### src/rtl/mips_pkg.sv
// Shared MIPS pipeline types and constants.
package mips_pkg;

  localparam int         INSTR_W = 32;
  localparam logic [5:0] OP_HALT = 6'b010001;

  typedef struct packed {
    logic [31:0] pc;
    logic [31:0] instr;
  } if_id_t;

  typedef enum logic [1:0] {IF_FETCH, IF_DRAIN, IF_HALTED} if_state_e;

  // Pointer increment for a 3-deep ring.
  function automatic logic [1:0] ptr_inc3(input logic [1:0] p);
    return (p == 2'd2) ? 2'd0 : p + 2'd1;
  endfunction

endpackage

### src/rtl/mips_fetch_queue.sv
// Three-entry FIFO of fetched {pc, instr} pairs between the IF stage and decode.
module mips_fetch_queue
  import mips_pkg::*;
(
  input  logic       clk_i,
  input  logic       rst_i,
  input  logic       push_i,
  input  if_id_t     push_data_i,
  input  logic       pop_i,
  input  logic       flush_i,
  output logic [1:0] count_o,
  output if_id_t     head_o
);

  if_id_t     mem_q [3];
  logic [1:0] wr_ptr_q, rd_ptr_q, count_q;
  logic       do_push, do_pop;

  assign do_pop  = pop_i && (count_q != 2'd0);
  // The fetch credit rule keeps a full queue from seeing a lone push; drop it if it ever does.
  assign do_push = push_i && ((count_q != 2'd3) || do_pop);

  always_ff @(posedge clk_i or posedge rst_i) begin
    if (rst_i) begin
      wr_ptr_q <= 2'd0;
      rd_ptr_q <= 2'd0;
      count_q  <= 2'd0;
      for (int i = 0; i < 3; i++) mem_q[i] <= '0;
    end else if (flush_i) begin
      wr_ptr_q <= 2'd0;
      rd_ptr_q <= 2'd0;
      count_q  <= 2'd0;
    end else begin
      if (do_push) begin
        mem_q[wr_ptr_q] <= push_data_i;
        wr_ptr_q        <= ptr_inc3(wr_ptr_q);
      end
      if (do_pop) rd_ptr_q <= ptr_inc3(rd_ptr_q);
      case ({do_push, do_pop})
        2'b10:   count_q <= count_q + 2'd1;
        2'b01:   count_q <= count_q - 2'd1;
        default: count_q <= count_q;
      endcase
    end
  end

  assign count_o = count_q;
  assign head_o  = mem_q[rd_ptr_q];

endmodule

### src/rtl/mips_fetch_stage.sv
// MIPS instruction-fetch stage: PC, credit-limited imem issue, 3-deep queue, redirect and HALT handling.
// Optional MIPS_FETCH_TRACE_EN adds simulation-only transfer/HALT messages.
module mips_fetch_stage
  import mips_pkg::*;
#(
  parameter logic [31:0] RESET_PC = 32'h0000_0000,
  parameter int          IMEM_AW  = 10
) (
  input  logic               clk,
  input  logic               rst,
  output logic               imem_rd_en,
  output logic [IMEM_AW-1:0] imem_addr,
  input  logic [INSTR_W-1:0] imem_rdata,
  input  logic               redirect_valid,
  input  logic [31:0]        redirect_pc,
  output logic               if_valid,
  output logic [INSTR_W-1:0] if_instr,
  output logic [31:0]        if_pc,
  input  logic               id_ready,
  output logic               halted
);

  if_state_e   state_q, state_d;
  logic [31:0] pc_q, pc_d, req_pc_q, req_pc_d;
  logic        inflight_q, run_q;
  logic        issue, push, pop, flush;
  logic [1:0]  q_count;
  logic [2:0]  credits_used;
  logic [31:0] redirect_target;
  if_id_t      q_head;

  assign redirect_target = redirect_pc & 32'hFFFF_FFFC;
  assign credits_used    = {1'b0, q_count} + {2'b00, inflight_q};

  // run_q holds issue off for the first cycle after reset so outputs read as reset values.
  assign issue      = run_q && (state_q == IF_FETCH) && !redirect_valid && (credits_used < 3'd3);
  assign imem_rd_en = issue;
  assign imem_addr  = run_q ? pc_q[IMEM_AW+1:2] : '0;

  assign flush    = redirect_valid && (state_q != IF_HALTED);
  assign push     = inflight_q && (state_q == IF_FETCH) && !redirect_valid;
  assign if_valid = (state_q != IF_HALTED) && (q_count != 2'd0);
  assign pop      = if_valid && id_ready && !redirect_valid;
  assign if_instr = q_head.instr;
  assign if_pc    = q_head.pc;
  assign halted   = (state_q == IF_HALTED);

  mips_fetch_queue u_queue (
    .clk_i       (clk),
    .rst_i       (rst),
    .push_i      (push),
    .push_data_i ({req_pc_q, imem_rdata}),
    .pop_i       (pop),
    .flush_i     (flush),
    .count_o     (q_count),
    .head_o      (q_head)
  );

  always_comb begin
    state_d  = state_q;
    pc_d     = issue ? pc_q + 32'd4 : pc_q;
    req_pc_d = issue ? pc_q : req_pc_q;
    case (state_q)
      IF_FETCH:  if (push && (imem_rdata[31:26] == OP_HALT)) state_d = IF_DRAIN;
      // Words arriving after the HALT are not pushed, so a HALT head in DRAIN is the HALT itself.
      IF_DRAIN:  if (pop && (q_head.instr[31:26] == OP_HALT)) state_d = IF_HALTED;
      default:   state_d = state_q;
    endcase
    if (flush) begin
      state_d = IF_FETCH;
      pc_d    = redirect_target;
    end
  end

  always_ff @(posedge clk or posedge rst) begin
    if (rst) begin
      state_q    <= IF_FETCH;
      pc_q       <= RESET_PC;
      req_pc_q   <= '0;
      inflight_q <= 1'b0;
      run_q      <= 1'b0;
    end else begin
      state_q    <= state_d;
      pc_q       <= pc_d;
      req_pc_q   <= req_pc_d;
      inflight_q <= issue;
      run_q      <= 1'b1;
    end
  end

`ifdef MIPS_FETCH_TRACE_EN
  always_ff @(posedge clk) begin
    if (!rst && pop) $display("IF: pc=%08h instr=%08h", if_pc, if_instr);
    if (!rst && (state_q != IF_HALTED) && (state_d == IF_HALTED))
      $display("IF: HALT at pc=%08h", if_pc);
  end
`else
`endif

endmodule

### config.mk
export PLATFORM = sky130hd
export DESIGN_NAME = mips_fetch_stage
export DESIGN_NICKNAME = d
export VERILOG_FILES = /design/src/rtl/mips_pkg.sv /design/src/rtl/mips_fetch_queue.sv /design/src/rtl/mips_fetch_stage.sv
export SDC_FILE = /design/constraint.sdc
export NUM_CORES = 1
export LEC_CHECK = 0
export BUFFER_PORTS_ARGS = -buffer_cell sky130_fd_sc_hd__buf_4
export CORE_UTILIZATION = 37
export CTS_BUF_LIST = sky130_fd_sc_hd__clkbuf_4
export DETAILED_ROUTE_END_ITERATION = 10
export GPL_TIMING_DRIVEN = 0
export HOLD_SLACK_MARGIN = 0.15
export MAX_ROUTING_LAYER = met4
export SLEW_MARGIN = 5
export SYNTH_ARGS = -nofsm -noshare
export SYNTH_HDL_FRONTEND = slang
export SYNTH_SLANG_ARGS = --single-unit
export TNS_END_PERCENT = 1
### constraint.sdc
create_clock -name clk -period 11.15 [get_ports clk]
set_input_delay 1.115 -clock clk [delete_from_list [all_inputs] [get_ports clk]]
set_output_delay 1.115 -clock clk [all_outputs]
set_load 0.05 [all_outputs]
* After elaboration in Yosys (flattened, before gate mapping) *
Cells that the tools add are included.

word-level totals
  bits in registers = 266
  bits of input ports = 68
  output and inout port bits = 77
  logic and storage cells = 85

cells by class
  $add $sub $neg = 6
  magnitude comparators = 4
  eq/ne operators = 12
  mux-type cells = 21
  bitwise gates (word level) = 3
  reductions and logical operators = 25

operators with widths
  cell                                                 number
  bitwise mux 192 bit                                  1
  2-to-1 mux 64 bit                                    3
  binary-select mux 64 bit (select 2 bit)              1
  demux 64 bit (select 2 bit)                          1
  2-to-1 mux 32 bit                                    2
  adder 32 x 3 -> 32 bit, second input constant        1
  2-to-1 mux 2 bit                                     10
  logical AND 1 bit                                    14
  equality test 6 x 5 -> 1 bit, second input constant  2
  2-to-1 mux 10 bit                                    1
  equality test 2 bit, second input constant           4
  one-hot mux 2 bit (2 select lines)                   2
  nonzero test 2 bit                                   4
  adder 2 x 1 -> 2 bit, second input constant          3
  >= comparator 3 bit, second input constant           2
  NOT 2 -> 3 bit                                       2
  nonzero test 3 bit                                   2
  equality test 2 x 1 -> 1 bit, second input constant  2
  != test 2 bit, second input constant                 2
  adder 2 x 1 -> 3 bit                                 1
  < comparator 3 x 1 -> 1 bit, second input constant   1
  < comparator 3 x 2 -> 1 bit, second input constant   1
  != test 3 x 2 -> 1 bit, second input constant        1
  != test 3 bit, second input constant                 1
  7 further kinds                                      7

* Logic depth before layout (Yosys ltp) *
Gate-level depths: netlist (run 1).

  depth in word-level cells = 10
  gate-level depth with buffers = 8
  depth with buffers taken out = 7

* Hierarchy *
A second synthesis (run 1) with hierarchy kept.

second synthesis, totals
  cell total of the unflattened synthesis = 1031
  area, all modules = 12405.6 um^2

modules (own cells, without submodules)
  module            instances  cells each  area an instance (um^2)  seq. area each (um^2)
  mips_fetch_queue  1          658         9106.2                   4954.8
  mips_fetch_stage  1          373         3299.4                   1601.5

* Least setup slack after synthesis (run 1) *
OpenSTA, ideal clock, no wires.

  kind = register -> output
  from = reg u_queue.rd_ptr_q[1]
  to = out if_pc[12]
  arrival time = 2474 ps
  required time = 10035 ps
  slack = 7561 ps
  stages on the path, launching flop included = 6
  path buffers = 3
  cell sequence = dfrtp_1 -> buf_2 -> buf_1 -> buf_2 -> mux2i_1 -> o21ai_0

on the way
  cells in the longest elaborated chain, start to end = 4

RTL lines
  what                                                  line                    text
  start: declaration                                    mips_fetch_queue.sv:16  logic [1:0] wr_ptr_q, rd_ptr_q, count_q;
  start signal: assignment                              mips_fetch_queue.sv:38  if (do_pop) rd_ptr_q <= ptr_inc3(rd_ptr_q);
  NOT 2 -> 3 bit (not written as such)                  mips_fetch_queue.sv:48  assign head_o = mem_q[rd_ptr_q];
  binary-select mux 64 bit (select 2 bit)               mips_fetch_queue.sv:48
  2-to-1 mux 64 bit (not written as such) (2 in a row)  mips_fetch_queue.sv:48
  end: declaration                                      mips_fetch_stage.sv:18  output logic [31:0] if_pc,

No other way between the ends. The select of a mux whose other input is x is not followed.

* Worst setup path in the final report (run 1) *
  from = reg u_queue.rd_ptr_q[1]
  to = out if_pc[11]

The elaborated chain is that of the path after synthesis.

==> results of run 1 <==
==> kinds of logic (layout without fill, tap and decap cells) <==
| group | Yosys count | count (layout) | share of synthesized area, % |
|---|---|---|---|
| buffers and inverters | 82 | 346 | 3.81 |
| xor gates and xnor gates | 2 | 2 | 0.148 |
| AOI/OAI and AO/OA | 138 | 138 | 7.33 |
| muxes | 251 | 251 | 23.1 |
| other | 2 | 4 | 0.0633 |
| adders and majority gates | 3 | 3 | 0.316 |
| DFF | 256 | 256 | 54.0 |
| and+or+nand+nor | 273 | 273 | 11.2 |
==> cells in the final DEF, fill, tap and decap left out, types with 14 or more instances in the layout <==
master / count
mux2i_1: 65
buf_4: 149
clkbuf_1: 29
nand2_1: 162
or4_1: 18
a31oi_1: 14
clkbuf_4: 104
mux2_1: 24
nand3_1: 16
mux2_2: 162
o21ai_0: 71
dfrtp_1: 256
nor2_1: 19
==> registers in the layout, indices dropped and copies added (netlist names) <==
register,count
req_pc_q,30
inflight_q,1
u_queue.mem_q,186
pc_q,30
state_q,2
u_queue.rd_ptr_q,2
u_queue.count_o,2
u_queue.wr_ptr_q,2
run_q,1
==> cell type report <==
type | instances | area (um^2) | share of cell area (%)
Antenna cell | 1 | 2.50 | 0.0174
Buffer | 68 | 399 | 2.77
Clock buffer | 104 | 781 | 5.42
Clock inverter | 18 | 125 | 0.869
Inverter | 14 | 60.1 | 0.417
Multi-Input combinational cell | 670 | 5010 | 34.8
Sequential cell | 256 | 6410 | 44.5
Tap cell | 402 | 503 | 3.49
Timing Repair Buffer | 142 | 1110 | 7.68
==> worst paths after layout <==
kind | depth (start not counted) | end | from | slack (ns)
setup / recovery | 7 | if_pc[11] | u_queue.rd_ptr_q[1]$_DFFE_PP0P_ | 6.72
hold / removal | 2 | state_q[0]$_DFFE_PP0P_ | rst | 0.37
setup reg to reg | 7 | pc_q[27]$_DFFE_PP0P_ | inflight_q$_DFF_PP0_ | 8.27
hold reg to reg | 1 | u_queue.mem_q[163]$_DFFE_PP0P_ | u_queue.mem_q[163]$_DFFE_PP0P_ | 0.48
max in group asynchronous | 3 | u_queue.mem_q[101]$_DFFE_PP0P_ | rst | 9.91
min in group clk | 1 | u_queue.mem_q[163]$_DFFE_PP0P_ | u_queue.mem_q[163]$_DFFE_PP0P_ | 0.48
==> per-layer routing <==
metal	track usage, %	up-vias	part of all wire (%)
li1	-	4080	-
met1	25.7	4314	46
met2	29.3	236	47
met3	3.75	52	5.4
met4	7.25	0	2.0
met5	-	-	0
==> power by group through the flow <==
stage | Sequential, mW | Clock, mW | Combinational [mW]
after detailed placement | 1.24 | 0 | 0.746
after global routing | 1.25 | 0.954 | 0.787
after global placement | 1.23 | 0 | 0.733
final | 1.22 | 0.867 | 0.737
after CTS | 1.22 | 0.903 | 0.747
after floorplan | 1.20 | 0 | 0.541
==> stage by stage <==
stage          setup slack [ns]  hold WS [ns]  power [mW]  util [%]
3_5_place_dp               6.98         0.474        1.98      42.7
6_report                   6.72         0.370        2.82      45.6
5_1_grt                    6.49         0.313        2.99      45.6
3_3_place_gp             -0.100         0.466        1.96      42.5
2_1_floorplan              2.99         0.457        1.74         -
4_1_cts                    6.61         0.299        2.87      45.6
==> impl_metrics.env, run 1 <==
export IMPL_fraction_of_synthesized_cell_area_taken_by_the_top_area_cell_type_pct=54.0
export IMPL_status="finished, final reports clean"
export IMPL_totalWireLength_mm=30.3
export IMPL_achievable_frequency_ghz=0.226
export IMPL_final_antenna_net_count=0
export IMPL_n_fill_cell=3047
export IMPL_cts_buffers=73
export IMPL_slew_viol_final=0
export IMPL_power_report_internal_total_mw=1.87
export IMPL_dieHeight_um=181
export IMPL_synth_top_area_cell="dfrtp_1"
export IMPL_post_route_period_util_pct=39.8
export IMPL_drt_first_pass_iters=5
export IMPL_synth_warnings=0
export IMPL_clock_sink_count=256
export IMPL_initial_core_util_pct=37.6
export IMPL_netSwitchingPower_uw=958
export IMPL_tritoncts_clock_tree="built"
export IMPL_cts_hold_repair_buffers=0
export IMPL_critical_path_startpoint_type="flop"
export IMPL_grt_overflow=0
export IMPL_dr_first_iter_drc_count=530
export IMPL_timing_max_cap_violations=0
export IMPL_ir_worst_vdd_uv=82.5
export IMPL_critical_path_slowest_cell="clkbuf_1"
export IMPL_floorplan_core_area_mm2=0.0316
export IMPL_grt_start_max_net_pins=123
export IMPL_seq_power_share_pct=43.2
export IMPL_slew_limit_headroom_pct=40.7
export IMPL_pwr_density_cell_mw_per_mm2=196
export IMPL_sw_frac_of_total_pct=33.9
export IMPL_worst_pin_slew_ns=0.883
export IMPL_cell_count_post_placement=1552
export IMPL_synth_top_cells_by_area="dfrtp_1 (54%), mux2_2 (15%), mux2i_1 (5.5%)"
export IMPL_critical_path_top_delay_family="buffers and inverters"
export IMPL_synthMostInstantiatedCell="dfrtp_1"
export IMPL_post_synthesis_area_per_instance_um2=11.8
export IMPL_setup_violations_final=0
export IMPL_grt_setup_unrepaired="false"
export IMPL_clockPowerShare_pct=30.7
export IMPL_number_of_antenna_violations_at_the_first_check_in_global_routing=1
export IMPL_postCtsSetupRepairBufs=0
export IMPL_ys_ff_latch=256
export IMPL_worstPathArrival_ns=3.32
export IMPL_power_leakage_nw=6.51
export IMPL_synth_edff_count=0
export IMPL_path_cells="nor2b_1, clkbuf_1, clkbuf_1, clkbuf_1, nand2_1, o21ai_0, buf_4"
export IMPL_h_tree_depth=3
export IMPL_ctsLongestPathBuffers=3
export IMPL_area_delta_synth_final_pct=21.3
export IMPL_min_delay_path_class="input pin to asynchronous set/reset pin"
export IMPL_post_cts_resized_instances=0
export IMPL_postLayoutCellArea_mm2=0.0144
export IMPL_total_die_area_mm2=0.0328
export IMPL_synth_distinct_cells=65
export IMPL_grt_use_total_pct=19.4
export IMPL_cp_end_kind="output pin"
export IMPL_path_class="flop to output pin"
export IMPL_netlist_area_mm2=0.0119
export IMPL_timing_critical_path_required_ns=10.04
export IMPL_port_buffer_count=140
export IMPL_global_route_wire_length_before_repair_mm=48.3
export IMPL_finish_cell_count_without_fillers=1675
export IMPL_clk_pin_slew_ns=0.06
export IMPL_final_layout_size_suffix_gt1_share_pct=36.3
export IMPL_synth_cells=1007
export IMPL_path_buf_inv=4
export IMPL_synth_async_reset_ratio_pct=100
export IMPL_die_x_um=181
export IMPL_combinational_group_share_of_total_power_pct=26.1
export IMPL_routabilityCongestion=0.831
export IMPL_finalHoldViolations=0
export IMPL_crit_path_max_incr_delay_ns=0.66
export IMPL_register_area_share_after_synthesis_pct=54.0
export IMPL_cpMostUsedCell="clkbuf_1"
export IMPL_largest_fanout_on_the_critical_path=10
export IMPL_clk_insertion_delay_late_ns=0.69
export IMPL_worst_clock_skew_ns=0.0658
export IMPL_post_synth_most_frequent_cells="dfrtp_1 (256), mux2_2 (162), nand2_1 (162), o21ai_0 (71), mux2i_1 (65)"
export IMPL_wl_per_cell_um=18.1
export IMPL_min_period_ns=4.43
export IMPL_routed_via_density=5.18
export IMPL_dr_total_vias=8682
export IMPL_root_buffer="clkbuf_4"
export IMPL_final_nets=1296
export IMPL_postSynth_topFlopCell="dfrtp_1"
export IMPL_drt_drc_violations_left=0
export IMPL_io_pins=145
export IMPL_finalSetupTns_ns=0
export IMPL_place_hpwl_mm=20.0
export IMPL_first_global_vias=8721
export IMPL_placed_area_mm2=0.0135
export IMPL_floorplan_rows=65
Power figures use the tool's default switching activity.
==> run 2, diff against run 1 <==
--- a/config.mk
+++ b/config.mk
@@ -5,6 +5,7 @@
 export SDC_FILE = /design/constraint.sdc
 export NUM_CORES = 1
 export LEC_CHECK = 0
+export ABC_AREA = 1
 export BUFFER_PORTS_ARGS = -buffer_cell sky130_fd_sc_hd__buf_4
 export CORE_UTILIZATION = 37
 export CTS_BUF_LIST = sky130_fd_sc_hd__clkbuf_4
==> constraint.sdc (replaced) <==
create_clock -name clk -period 4.29 [get_ports clk]
set_input_delay 0.429 -clock clk [delete_from_list [all_inputs] [get_ports clk]]
set_output_delay 0.429 -clock clk [all_outputs]
set_load 0.05 [all_outputs]
==> impl_metrics.env, run 2 <==
export IMPL_status="finished, final reports clean"
export IMPL_dr_total_vias=10837
export IMPL_clock_sink_count=256
export IMPL_grt_overflow=0
export IMPL_grt_use_total_pct=23.1
export IMPL_slew_limit_headroom_pct=49.2
export IMPL_clk_insertion_delay_late_ns=0.69
export IMPL_achievable_frequency_ghz=0.293
export IMPL_total_die_area_mm2=0.0329
export IMPL_cell_count_post_placement=1998
export IMPL_pwr_density_cell_mw_per_mm2=510
export IMPL_worstRegToRegCells=8
export IMPL_final_core_utilization_pct=48.1
export IMPL_cts_buffers=71
export IMPL_worst_pin_slew_ns=0.762
export IMPL_setup_violations_final=0
export IMPL_layout_cells_most_common_list="nand2_1 (495), dfrtp_1 (256), o21ai_1 (153)"
export IMPL_worst_clock_skew_ns=0.0329
export IMPL_dieHeight_um=181
export IMPL_io_pins=145
export IMPL_largest_register_ff_count=186
export IMPL_synth_cells=1448
export IMPL_n_fill_cell=3127
export IMPL_drt_first_pass_iters=5
export IMPL_postSynth_topFlopCell="dfrtp_1"
export IMPL_slew_viol_final=0
export IMPL_synth_distinct_cells=32
export IMPL_port_buffer_count=140
export IMPL_global_route_wire_length_before_repair_mm=58.1
export IMPL_grt_setup_unrepaired="false"
export IMPL_power_leakage_nw=7.56
export IMPL_floorplan_core_area_mm2=0.0316
export IMPL_finalHoldViolations=0
export IMPL_startpoint="u_queue.count_o[0]$_DFFE_PP0P_"
export IMPL_area_delta_synth_final_pct=27.7
export IMPL_wl_per_cell_um=16.3
export IMPL_post_cts_resized_instances=0
export IMPL_fraction_of_synthesized_cell_area_taken_by_the_top_area_cell_type_pct=53.9
export IMPL_post_synth_most_frequent_cells="nand2_1 (495), dfrtp_1 (256), o21ai_1 (153), inv_1 (107), nor2_1 (104)"
export IMPL_netlist_area_mm2=0.0119
export IMPL_finish_cell_count_without_fillers=2183
export IMPL_design_power_total_mw=7.75
export IMPL_multi_input_area_mm2=0.00458
export IMPL_routabilityCongestion=0.906
export IMPL_ys_ff_latch=256
export IMPL_clk_pin_slew_ns=0.06
export IMPL_worstPathArrival_ns=2.98
export IMPL_final_antenna_net_count=0
export IMPL_synthMostInstantiatedCell="nand2_1"
export IMPL_synth_top_area_cell="dfrtp_1"
export IMPL_tritoncts_clock_tree="built"
export IMPL_largest_fanout_on_the_critical_path=11
export IMPL_dr_first_iter_drc_count=737
export IMPL_grt_start_max_net_pins=41
export IMPL_die_x_um=181
export IMPL_synth_edff_count=0
export IMPL_ctsLongestPathBuffers=3
export IMPL_drt_drc_violations_left=0
export IMPL_synth_async_reset_ratio_pct=100
export IMPL_critical_path_startpoint_type="flop"
export IMPL_post_synthesis_area_per_instance_um2=8.21
export IMPL_initial_core_util_pct=37.7
export IMPL_routed_via_density=4.96
export IMPL_final_nets=1806
export IMPL_leading_cell_type_in_the_layout_fill_and_taps_excluded="nand2_1"
export IMPL_number_of_antenna_violations_at_the_first_check_in_global_routing=1
export IMPL_root_buffer="clkbuf_4"
export IMPL_cp_end_kind="output pin"
export IMPL_final_layout_size_suffix_gt1_share_pct=18.6
export IMPL_largest_reg_by_ff_count="u_queue.mem_q"
export IMPL_synth_warnings=0
export IMPL_ir_worst_vdd_uv=212
export IMPL_min_delay_path_class="input pin to asynchronous set/reset pin"
export IMPL_post_route_period_util_pct=79.5
export IMPL_path_class="flop to output pin"
export IMPL_hold_ws_ns=0.381
export IMPL_layout_area_seq_mm2=0.00641
export IMPL_timing_max_cap_violations=0
export IMPL_timing_critical_path_required_ns=3.86
export IMPL_totalWireLength_mm=35.7
export IMPL_first_global_vias=10910
export IMPL_synth_top_cells_by_area="dfrtp_1 (54%), nand2_1 (16%), o21ai_1 (6.4%)"
export IMPL_reg_top3="u_queue.mem_q (186), pc_q (30), req_pc_q (30)"
export IMPL_h_tree_depth=3
export IMPL_floorplan_rows=65
export IMPL_worst_r2r_startpoint="u_queue.count_o[0]$_DFFE_PP0P_"
export IMPL_min_period_ns=3.41
export IMPL_register_area_share_after_synthesis_pct=53.9
export IMPL_place_hpwl_mm=24.5
## run 2: cells by family (layout without fill, tap and decap cells)
logic type | count (synthesis) | after routing | synth area share [%]
buffers and inverters | 194 | 525 | 7.64
other | 2 | 4 | 0.0631
DFF | 256 | 256 | 53.9
adders and majority gates | 3 | 3 | 0.316
xor gates and xnor gates | 6 | 6 | 0.442
AOI/OAI and AO/OA | 308 | 308 | 14.6
and+or+nand+nor | 679 | 679 | 23.1
## run 2: metrics by stage
step | setup WS, ns | TNS (ns) | area, um^2
4_1_cts | 0.808 | 0 | 15200
5_1_grt | 0.647 | 0 | 15200
2_1_floorplan | 0.489 | 0 | 11900
6_report | 0.880 | 0 | 15200
3_3_place_gp | -1.13 | -283.39 | 13500
3_5_place_dp | 1.55 | 0 | 13600
## run 2: layer usage
metal	up-vias	share of wire (%)	routed length [um]	GRT usage [%]
li1	5294	-	-	-
met1	5158	46	16300	29.7
met2	333	47	16900	37.0
met3	52	5.2	1860	4.50
met4	0	1.7	601	6.61
met5	-	0	0	-
## run 2: final timing paths
path	end	slack, ns
max	imem_rd_en	0.88
max reg2reg	req_pc_q[30]$_DFFE_PP0P_	1.85
min reg2reg	u_queue.mem_q[158]$_DFFE_PP0P_	0.48
max in group asynchronous	u_queue.mem_q[129]$_DFFE_PP0P_	2.60
min in group clk	u_queue.mem_q[158]$_DFFE_PP0P_	0.48
min	pc_q[3]$_DFFE_PP0P_	0.38
## run 2: final cells by class
class / count / area share, %
antenna: 1 / 0.0165
inverter: 112 / 2.79
timing repair buffer: 213 / 12.2
tap: 402 / 3.31
sequential: 256 / 42.2
multi-input combinational: 999 / 30.2
clock buffer: 109 / 5.39
buffer: 82 / 3.21
clock inverter: 9 / 0.684
## run 2: power by group
part | leakage (nW) | total [mW] | internal [mW] | switching, mW
logic | 3.72 | 2.24 | 0.749 | 1.49
clock network | 0.546 | 2.29 | 1.27 | 1.02
registers | 3.29 | 3.22 | 2.92 | 0.298
## run 2: critical path, cell delays in order (launching register included)
cell and delay (ns):
dfrtp_1 0.43, ha_1 0.20, ha_1 0.26, nand2_1 0.09, nand2_1 0.05, nor2_1 0.26, clkbuf_1 0.44, buf_2 0.33
buf_4 0.25
## run 2: timing repair
item                       CTS  global route
hold buffers                66             0
setup endpoints to repair    0             0
buffers inserted             0             0
hold endpoints to repair   150             0
